$ cat src/rtl/round_sat_pack.sv
// Shift/saturate stage behind the rounding multiplier: drops SHIFT LSBs, clips to OUT_W,
// and buffers through S1 plus a 2-entry FIFO so a back-pressuring sink can stall it.
module round_sat_pack #(
    parameter int IN_W  = 44,
    parameter int SHIFT = 4,
    parameter int OUT_W = 16,
    parameter int CNT_W = 16
) (
    input  logic             CLK,
    input  logic             RST,
    input  logic [IN_W-1:0]  DIN,
    input  logic             DIN_VALID,
    output logic             DIN_READY,
    output logic [OUT_W-1:0] DOUT,
    output logic             DOUT_SAT,
    output logic             DOUT_VALID,
    input  logic             DOUT_READY,
    input  logic             CLR_STATS,
    output logic             SAT_STICKY,
    output logic [CNT_W-1:0] SAT_CNT
);
    localparam int S_W = IN_W - SHIFT;

    logic [S_W-1:0]     w_s;
    logic [S_W-OUT_W:0] w_hi;
    logic               w_sat;
    logic [OUT_W-1:0]   w_res;
    logic               w_unused_lsb;
    logic               w_room, w_in_xfer, w_push, w_pop, w_evt;

    logic               r_s1_vld;
    logic [OUT_W-1:0]   r_s1_dat;
    logic               r_s1_sat;
    logic [OUT_W-1:0]   r_mem_dat [2];
    logic               r_mem_sat [2];
    logic               r_wp, r_rp;
    logic [1:0]         r_cnt;
    logic               r_sticky;
    logic [CNT_W-1:0]   r_sat_cnt;

    // Dropped LSBs are already rounded upstream and simply discarded.
    generate
        if (SHIFT > 0) begin : g_lsb
            assign w_unused_lsb = ^DIN[SHIFT-1:0];
        end else begin : g_nolsb
            assign w_unused_lsb = 1'b0;
        end
    endgenerate

    // In range iff every bit from the output sign upward matches.
    assign w_s   = DIN[IN_W-1:SHIFT];
    assign w_hi  = w_s[S_W-1:OUT_W-1];
    assign w_sat = !((&w_hi) || !(|w_hi));
    assign w_res = !w_sat        ? w_s[OUT_W-1:0] :
                   w_s[S_W-1]    ? {1'b1, {(OUT_W-1){1'b0}}} :
                                   {1'b0, {(OUT_W-1){1'b1}}};

    assign w_room     = (r_cnt != 2'd2);
    assign DIN_READY  = !RST && (!r_s1_vld || w_room);
    assign w_in_xfer  = DIN_VALID && DIN_READY;
    assign w_push     = r_s1_vld && w_room;
    assign DOUT_VALID = (r_cnt != 2'd0);
    assign w_pop      = DOUT_VALID && DOUT_READY;
    assign DOUT       = r_mem_dat[r_rp];
    assign DOUT_SAT   = r_mem_sat[r_rp];
    assign w_evt      = w_pop && DOUT_SAT;
    assign SAT_STICKY = r_sticky;
    assign SAT_CNT    = r_sat_cnt;

    always_ff @(posedge CLK or posedge RST) begin
        if (RST) begin
            r_s1_vld <= 1'b0;
            r_s1_dat <= '0;
            r_s1_sat <= 1'b0;
        end else if (w_in_xfer) begin
            r_s1_vld <= 1'b1;
            r_s1_dat <= w_res;
            r_s1_sat <= w_sat;
        end else if (w_push) begin
            r_s1_vld <= 1'b0;
        end
    end

    always_ff @(posedge CLK or posedge RST) begin
        if (RST) begin
            r_mem_dat[0] <= '0;
            r_mem_dat[1] <= '0;
            r_mem_sat[0] <= 1'b0;
            r_mem_sat[1] <= 1'b0;
            r_wp         <= 1'b0;
            r_rp         <= 1'b0;
            r_cnt        <= 2'd0;
        end else begin
            if (w_push) begin
                r_mem_dat[r_wp] <= r_s1_dat;
                r_mem_sat[r_wp] <= r_s1_sat;
                r_wp            <= ~r_wp;
            end
            if (w_pop)
                r_rp <= ~r_rp;
            case ({w_push, w_pop})
                2'b10:   r_cnt <= r_cnt + 2'd1;
                2'b01:   r_cnt <= r_cnt - 2'd1;
                default: r_cnt <= r_cnt;
            endcase
        end
    end

    // A clear coincident with an event leaves that event counted.
    always_ff @(posedge CLK or posedge RST) begin
        if (RST) begin
            r_sticky  <= 1'b0;
            r_sat_cnt <= '0;
        end else if (CLR_STATS) begin
            r_sticky  <= w_evt;
            r_sat_cnt <= w_evt ? CNT_W'(1) : '0;
        end else if (w_evt) begin
            r_sticky <= 1'b1;
            if (!(&r_sat_cnt))
                r_sat_cnt <= r_sat_cnt + CNT_W'(1);
        end
    end
endmodule

$ cat config.mk
export PLATFORM = sky130hd
export DESIGN_NAME = round_sat_pack
export DESIGN_NICKNAME = d
export VERILOG_FILES = /design/src/rtl/round_sat_pack.sv
export SDC_FILE = /design/constraint.sdc
export NUM_CORES = 1
export LEC_CHECK = 0
export CAP_MARGIN = 30
export CORE_MARGIN = 4
export CORE_UTILIZATION = 53
export DETAILED_ROUTE_END_ITERATION = 12
export PLACE_DENSITY = 0.95
export SLEW_MARGIN = 20
export SYNTH_ARGS = -nofsm -noshare
export SYNTH_HDL_FRONTEND = slang
export SYNTH_SLANG_ARGS = --single-unit
$ cat constraint.sdc
create_clock -name CLK -period 3.5 [get_ports CLK]
set_input_delay 0.35 -clock CLK [delete_from_list [all_inputs] [get_ports CLK]]
set_output_delay 0.35 -clock CLK [all_outputs]
set_load 0.02 [all_outputs]
==> metrics.cfg, run 1 <==
[finish]
postLayoutCoreUtil=0.717
diodes=0
fin_cells=466
seqCellArea_mm2=0.00183
multi_input_area_mm2=0.00158
layout-drive-gt1-share=0.183
area_growth_pct=30.9
nets=435
fillers=449

[clocking]
cts_tree=done
clk_latency_ps=340
root_buffer=clkbuf_8
cts_hold_buf=0
clock-sinks=73
cts_made_buffers=9
cts_max_path_buffers=2
path_clk_slew_ps=70
cts.repair.resized=0
cts-htree-levels=3
post-cts-setup-buffers=0

[timing]
final_hold_viol_count=0
final.setup.tns_ps=0
rsz0062_at_grt=no
period_needed_ps=2610
slew_violations=0
worst_slew_pin_slew_ps=686
fmax_mhz=383
max_slew_margin=0.543
setup_viol=0
period_share=0.745
skew_ps=8.61

[grt]
antenna_found_initial=0
grt_pass1_wl_um=12400
grt_max_degree=74
grt_pass1_vias=2698
grt_overflow_total=0
groute.usage.overall=0.206

[critical_path]
r2r_slack_ps=1300
startpoint_type=flop
worst_ep_arrival_time_ps=2260
worst-path-max-fanout=10
critical_path_class=reg -> out
critical-path-max-stage-delay_ps=690
cp_top_family=buffers and inverters
critPathSlowestCell=dfrtp_1
critPathBufInv=2
path_cells=buf_4 > mux2_2 > clkdlybuf4s50_1
end_kind=output port
required_ps=3150

[yosys]
ys_types=42
netlist_area_mm2=0.00350
synth_top_flop_cell=dfrtp_1
synth_edf_count=0
syn_nets=352
yosysSeqAreaShare=0.522
async_flop_share=1.00
ys_top_cells_by_area=dfrtp_1 (52%), mux2_2 (13%), nand2_1 (4.7%), o211ai_1 (4.1%), xor2_1 (3.3%)
yosysTopAreaCell=dfrtp_1
yosys_warnings=0
syn_inst=301
syn-mean-instance-area_um2=11.6
synth-seq-cells=73
synth_top_area_frac=0.522

[drt]
drtPass1Iterations=4
via_per_inst=5.73
drc=0
wl_um=7690
num_vias=2671
drt.antenna.violating_nets=0
drt_iter0_markers=102
wl_per_cell_um=16.5

[place]
portBuffers=80
dp.cells=449
gp_congestion=0.840
dp_hpwl_um=5260

[flow_run]
cap_violations=0

[run_status]
status=finished clean

[pwr]
power_mw=3.37
leakage_nw=1.93
power.density_mw_per_mm2=737
ir_drop_mv=0.465

[floorplanning]
die_x_um=89.2
initial_core_util=0.548
design.core.area_mm2=0.00639
rows=29
io_pins=85
fp.dieH_um=89.2
die_area_mm2=0.00796

[min_path]
hold_path_class=in -> async

==> layout by cell type, fill, tap and decap left out, types with 2 or more instances in the layout <==
cell type / synthesis / routed
clkdlybuf4s50_1: 0 / 80
dfrtp_1: 73 / 73
nand2_1: 44 / 44
mux2_2: 40 / 40
o211ai_1: 19 / 19
nor2_1: 15 / 15
xor2_1: 13 / 13
nand3_1: 11 / 11
mux2_1: 10 / 10
nand4_1: 9 / 9
clkbuf_8: 0 / 9
nor4_1: 7 / 7
nor3_1: 4 / 4
inv_1: 5 / 4
and3_1: 4 / 4
xnor2_1: 4 / 4
and4_1: 3 / 3
clkinv_2: 0 / 3
buf_4: 3 / 3
nand3_2: 2 / 2
o21ai_0: 2 / 2
nor4_4: 2 / 2
nor3b_1: 2 / 2
a31oi_1: 2 / 2
ha_1: 2 / 2
bufinv_16: 0 / 2
==> metrics by stage <==
stage	hold WS [ps]	cell area, um^2	worst slack (ps)
floorplan	454	3500	471
global placement	464	4340	1140
detailed placement	482	4340	1110
CTS	499	4550	896
global route	367	4580	843
finish	365	4580	892
==> sequential cells by signal, summed over array words and instances (netlist names) <==
| register | cells |
|---|---|
| SAT_STICKY | 1 |
| r_s1_sat | 1 |
| r_s1_dat | 16 |
| r_mem_dat | 32 |
| r_wp | 1 |
| SAT_CNT | 16 |
| r_cnt | 2 |
| r_mem_sat | 2 |
| r_s1_vld | 1 |
| r_rp | 1 |
==> synth_stat cells, types with 5 or more instances <==
master and count:
dfrtp_1 73, nand2_1 44, mux2_2 40, o211ai_1 19, nor2_1 15, xor2_1 13
nand3_1 11, mux2_1 10, nand4_1 9, nor4_1 7, inv_1 5
==> worst paths after layout <==
check | from | end | depth (start not counted)
min reg2reg | r_mem_dat[4]$_DFFE_PP0P_ | r_mem_dat[4]$_DFFE_PP0P_ | 1
min | RST | r_cnt[1]$_DFFE_PP0P_ | 3
max reg2reg | r_cnt[0]$_DFFE_PP0P_ | r_s1_dat[4]$_DFFE_PP0P_ | 5
min in group CLK | r_mem_dat[4]$_DFFE_PP0P_ | r_mem_dat[4]$_DFFE_PP0P_ | 1
max in group asynchronous | RST | r_mem_dat[18]$_DFFE_PP0P_ | 4
max | r_rp$_DFFE_PP0P_ | DOUT[9] | 3
==> cell type report <==
| class | count | share of cell area |
|---|---|---|
| clock buffer | 10 | 0.0279 |
| clock inverter | 6 | 0.0180 |
| inverter | 5 | 0.00410 |
| multi-input combinational | 211 | 0.344 |
| sequential | 73 | 0.399 |
| tap | 77 | 0.0210 |
| timing repair buffer | 84 | 0.186 |
==> tightest hold or removal path, delay by kind of cell <==
kind	cells	cell delay, ps
buffers and inverters	3	720
==> report_power, final <==
part	internal, mW	total, mW	switching [mW]
sequential	1.11	1.33	0.213
combinational	0.730	1.34	0.614
clock	0.398	0.703	0.305
total	2.24	3.37	1.13
==> per-layer routing <==
layer | up-vias | global-route usage | routed length (um)
met3 | 9 | 0.0544 | 538
li1 | 1251 | - | -
met4 | 0 | 0.0866 | 121
met1 | 1322 | 0.236 | 3090
met5 | - | 0 | 0
met2 | 89 | 0.363 | 3940
==> cells by family (layout without fill, tap and decap cells) <==
logic type	count (synthesis)	count (layout)	share of synthesized area
AOI/OAI and AO/OA	29	29	0.0601
xor gates and xnor gates	17	17	0.0426
adders and majority gates	2	2	0.00715
buffers and inverters	17	105	0.0272
DFF	73	73	0.522
muxes	52	52	0.170
and+or+nand+nor	111	111	0.171
No activity file was read; power rests on OpenSTA's default activity.
==> run 2, diff against run 1 <==
- CORE_UTILIZATION: 53 -> 50
- PLACE_DENSITY: 0.95 -> 0.93
- clock period: 3.5 -> 2.6 ns (I/O delays scaled with it)
==> run 2 against run 1 <==
Compared with the run above: wire length rose by 2.0%; sequential share of layout area barely moved; setup slack got worse by 500 ps; via count rose by 1.3%; design area barely moved.
==> metrics.cfg, run 2 (same netlist as run 1, synthesis figures left out) <==
[drt]
wl_per_cell_um=16.1  ; -2.4%
num_vias=2707  ; +1.3%
via_per_inst=5.56  ; -3.0%
drtPass1Iterations=4  ; unchanged
drc=0  ; unchanged
wl_um=7840  ; +2.0%
drt.antenna.violating_nets=0  ; unchanged
drt_iter0_markers=112  ; +9.8%

[critical_path]
required_ps=2340  ; -810 ps
critPathSlowestCell=clkdlybuf4s50_1
worst_ep_arrival_time_ps=1950  ; -310 ps
r2r-start=r_cnt[0]$_DFFE_PP0P_
startpoint_type=flop
critical-path-max-stage-delay_ps=540  ; -150 ps
critical_path_class=reg -> out
worst-path-max-fanout=9  ; -1
end_kind=output port
crit_start=r_rp$_DFFE_PP0P_
path_cells=buf_4 > mux2i_4 > inv_1 > clkdlybuf4s50_1

[place]
gp_congestion=0.878  ; +4.5%
dp_hpwl_um=5550  ; +5.5%
dp.cells=470  ; +4.7%
portBuffers=80  ; unchanged
pre_cts_ws_ps=488  ; -626 ps

[timing]
period_needed_ps=2210
skew_ps=8.32  ; -0.293 ps
final.setup.tns_ps=0  ; unchanged
fmax_mhz=452
worst_slew_pin_slew_ps=660  ; -25.2 ps
max_slew_margin=0.559  ; +0.0157
slew_violations=0  ; unchanged
rsz0062_at_grt=no
final_hold_viol_count=0  ; unchanged
setup_ws_ps=390  ; -502 ps
period_share=0.850
setup_viol=0  ; unchanged

[clocking]
cts_made_buffers=9  ; unchanged
cts.repair.resized=0  ; unchanged
cts-htree-levels=3  ; unchanged
path_clk_slew_ps=70  ; about the same
cts_tree=done
cts_max_path_buffers=2  ; unchanged
clock-sinks=73  ; unchanged
cts_hold_buf=0  ; unchanged
clk_latency_ps=340  ; about the same
root_buffer=clkbuf_8
post-cts-setup-buffers=0  ; unchanged

[grt]
use_met1=0.217  ; -0.0191
groute.usage.overall=0.195  ; -0.0113
grt_pass1_vias=2835  ; +5.1%
grt_max_degree=74  ; unchanged
antenna_found_initial=0  ; unchanged
grt_overflow_total=0  ; unchanged
use_met3=0.0451  ; -0.00926
top_usage_layer=met2
gr-usage-met2=0.351  ; -0.0118
grt_pass1_wl_um=13000  ; +4.4%

[run_status]
status=finished clean

[finish]
fin_cells=487  ; +4.5%
mostFrequentLayoutCells=clkdlybuf4s50_1 (80), dfrtp_1 (73), nand2_1 (44)
layout-drive-gt1-share=0.184  ; +0.00162
top_register=r_mem_dat
area_growth_pct=30.9  ; about the same
largest_reg_flops=32  ; unchanged
nets=437  ; +0.46%
diodes=0  ; unchanged
final_common_cell=clkdlybuf4s50_1
postLayoutCoreUtil=0.674  ; -0.0432

[pwr]
netSwitchingPower_mw=1.54  ; +36%
combPwrFrac=0.425  ; +0.027
ir_drop_mv=0.388  ; -16%
clkPwrFrac=0.177  ; -0.031
internal-power_mw=2.87  ; +28%
switching_share=0.349  ; +0.0137
power.density_mw_per_mm2=962  ; +31%
p_seq_frac=0.398  ; +0.005
leakage_nw=1.90  ; -1.1%

[floorplanning]
die_area_mm2=0.00840  ; +5.5%
design.core.area_mm2=0.00679  ; +6.4%
rows=30  ; +3.4%
die_x_um=91.6  ; +2.7%
initial_core_util=0.515  ; -0.0329
fp.dieH_um=91.6  ; +2.7%
io_pins=85  ; unchanged

[min_path]
hold_path_class=in -> async

[flow_run]
cap_violations=0  ; unchanged

## run 2: cell count changes in the layout (fill, tap and decap cells not counted), sizes merged
cell / change
buf: +2
bufinv: -2
clkbuf: +2
clkinv: -1
clkinvlp: +2
inv: -1
## run 2: critical path: cells and delay by family, from the launching register on
family	cells	cell delay [ps]
buffers and inverters	3	830
DFF	1	370
muxes	1	420
## run 2: area by class of cell
| type | instances | area (um^2) |
|---|---|---|
| timing repair buffer | 86 | 858 |
| clock buffer | 12 | 145 |
| clock inverter | 4 | 28.8 |
| fill | 488 | 2220 |
| multi-input combinational | 211 | 1580 |
| sequential | 73 | 1830 |
| tap | 96 | 120 |
| inverter | 5 | 22.5 |
## run 2: path summary, 6_finish.rpt
path,endpoint,slack [ps],cells past startpoint
min in group CLK,r_s1_dat[7]$_DFFE_PP0P_,480,3
min,SAT_CNT[0]$_DFFE_PP0P_,430,3
max reg2reg,r_s1_dat[6]$_DFFE_PP0P_,790,5
max,DOUT_SAT,390,4
min reg2reg,r_mem_dat[26]$_DFFE_PP0P_,490,1
max in group asynchronous,r_mem_dat[26]$_DFFE_PP0P_,1630,4
## run 2: per-layer routing
metal / up-vias / part of all wire
met5: - / 0
met4: 0 / 0.019
met3: 16 / 0.061
met2: 86 / 0.52
met1: 1349 / 0.40
li1: 1256 / -
## run 2: through the flow
step	power [mW]	instance area [um^2]	hold WS, ps
4_1_cts	4.44	4560	468
3_5_place_dp	3.64	4380	477
2_1_floorplan	2.92	3500	365
6_report	4.40	4580	427
5_1_grt	4.64	4580	476
3_3_place_gp	3.55	4380	465
## run 2: power by group through the flow
stage          combinational, mW  clock [mW]  sequential, mW
2_1_floorplan               1.21           0            1.71
5_1_grt                     2.00       0.842            1.80
6_report                    1.87       0.781            1.75
4_1_cts                     1.89       0.800            1.75
3_3_place_gp                1.82           0            1.73
3_5_place_dp                1.88           0            1.77
==> run 3, diff against run 2 <==
- GPL_ROUTABILITY_DRIVEN: default -> 0
- clock period: 2.6 -> 2.1 ns (I/O delays scaled with it)
==> run 3 against run 2 <==
Compared with the run above: wire length increased by 2.6%; combinational power up 27%; final cell count is 0.62% higher; via count rose by 0.33%; critical path type unchanged.
==> metrics.cfg, run 3 (same netlist as run 1, synthesis figures left out) <==
[run_status]
status=finished clean

[critical_path]
required_ps=1890  ; -450 ps
critical-path-max-stage-delay_ps=550  ; about the same
worst-path-max-fanout=18  ; +9
startpoint_type=flop
end_kind=output port
critPathSlowestCell=clkdlybuf4s50_1
worst_ep_arrival_time_ps=1820  ; -130 ps
critical_path_class=reg -> out
path_cells=buf_12 > mux2_2 > clkdlybuf4s50_1

[finish]
diodes=0  ; unchanged
fillers=477  ; -2.3%
final_common_cell=clkdlybuf4s50_1
seqCellArea_mm2=0.00183  ; unchanged
nets=440  ; +0.69%
multi_input_area_mm2=0.00160  ; +1.6%
layout-drive-gt1-share=0.203  ; +0.0189
top_register=r_mem_dat
mostFrequentLayoutCells=clkdlybuf4s50_1 (80), dfrtp_1 (73), nand2_1 (44)
largest_reg_flops=32  ; unchanged
area_growth_pct=34.2
fin_area_mm2=0.00469  ; +2.5%

[timing]
hold_slack_ps=394  ; -33.1 ps
max_slew_margin=0.676  ; +0.118
slew_violations=0  ; unchanged
period_share=0.967
rsz0062_at_grt=no
worst_slew_pin_slew_ps=485  ; -176 ps
period_needed_ps=2030
final_hold_viol_count=0  ; unchanged
skew_ps=7.89  ; -0.426 ps
fmax_mhz=492
setup_viol=0  ; unchanged

[grt]
grt_max_degree=74  ; unchanged
antenna_found_initial=0  ; unchanged
grt_pass1_wl_um=13200  ; +1.4%
grt_overflow_total=0  ; unchanged
groute.usage.overall=0.197  ; +0.00185
grt_pass1_vias=2831  ; -0.14%

[clocking]
clock-sinks=73  ; unchanged
root_buffer=clkbuf_8
cts-htree-levels=3  ; unchanged
post-cts-setup-buffers=1  ; +1
cts_made_buffers=9  ; unchanged
clk_latency_ps=340  ; about the same
path_clk_slew_ps=80  ; about the same
cts_hold_buf=0  ; unchanged
cts_max_path_buffers=2  ; unchanged
cts_tree=done
cts.repair.resized=0  ; unchanged

[drt]
num_vias=2716  ; +0.33%
drt_iter0_markers=132  ; +18%
drtPass1Iterations=4  ; unchanged
wl_um=8050  ; +2.6%
drt.antenna.violating_nets=0  ; unchanged
wl_per_cell_um=16.4  ; +1.9%
drc=0  ; unchanged
via_per_inst=5.54  ; -0.28%

[floorplanning]
fp.dieH_um=91.6  ; unchanged
design.core.area_mm2=0.00679  ; unchanged
die_area_mm2=0.00840  ; unchanged
initial_core_util=0.515  ; unchanged
die_x_um=91.6  ; unchanged
io_pins=85  ; unchanged
rows=30  ; unchanged

[pwr]
leakage_nw=1.95  ; +2.4%
ir_drop_mv=0.727  ; +87%
combPwrFrac=0.412  ; -0.013
power.density_mw_per_mm2=1230  ; +28%
clkPwrFrac=0.213  ; +0.036
netSwitchingPower_mw=1.93  ; +26%
switching_share=0.335  ; -0.0146
internal-power_mw=3.84  ; +34%
p_seq_frac=0.376  ; -0.022

[min_path]
hold_path_class=in -> async

[place]
dpl_cell_area_mm2=0.00444  ; +1.2%
dp_hpwl_um=5580  ; +0.59%
portBuffers=80  ; unchanged

[flow_run]
cap_violations=0  ; unchanged

[run 3: worst max-delay path, delay by kind of cell, from the launching register on]
kind                   cells  cell delay [ps]
flip-flops                 1              390
multiplexers               1              360
buffers and inverters      2              730
[run 3: metrics by stage]
step	util	power [mW]	cells	setup slack [ps]	setup TNS, ps
after global routing	0.691	6.08	490	6.04	0
after floorplan	-	3.62	301	-260	-3760
after CTS	0.688	5.82	489	39.4	0
after global placement	0.653	4.43	472	298	0
after detailed placement	0.653	4.56	472	105	0
final	0.691	5.77	490	69.5	0
[run 3: power by group through the flow]
| stage | Combinational, mW | Sequential (mW) | Clock, mW |
|---|---|---|---|
| after floorplan | 1.50 | 2.12 | 0 |
| after global placement | 2.29 | 2.14 | 0 |
| after detailed placement | 2.37 | 2.19 | 0 |
| after CTS | 2.41 | 2.17 | 1.24 |
| after global routing | 2.54 | 2.22 | 1.32 |
| final | 2.38 | 2.17 | 1.23 |
[run 3: path summary, 6_finish.rpt]
| path | from | to | slack [ps] | depth (start not counted) |
|---|---|---|---|---|
| min in group CLK | DIN[11] | r_s1_dat[7]$_DFFE_PP0P_ | 430 | 3 |
| setup reg to reg | r_rp$_DFFE_PP0P_ | SAT_CNT[14]$_DFFE_PP0P_ | 190 | 7 |
| max in group asynchronous | RST | r_s1_dat[0]$_DFFE_PP0P_ | 1160 | 4 |
| hold / removal | RST | r_wp$_DFFE_PP0P_ | 390 | 3 |
| hold reg to reg | r_mem_dat[19]$_DFFE_PP0P_ | r_mem_dat[19]$_DFFE_PP0P_ | 500 | 1 |
| setup / recovery | r_rp$_DFFE_PP0P_ | DOUT[10] | 70 | 3 |
[run 3: cell type report]
| type | count | area share |
|---|---|---|
| Clock inverter | 6 | 0.0195 |
| Tap cell | 96 | 0.0256 |
| Sequential cell | 73 | 0.389 |
| Multi-Input combinational cell | 211 | 0.341 |
| Clock buffer | 10 | 0.0293 |
| Timing Repair Buffer | 89 | 0.190 |
| Inverter | 5 | 0.00480 |
[run 3: metal layers]
metal  global-route usage  part of all wire  wire (um)
met5                    0                 0          0
met4               0.0842             0.012         96
met2                0.346              0.52       4220
met3               0.0533             0.067        538
met1                0.223              0.40       3190
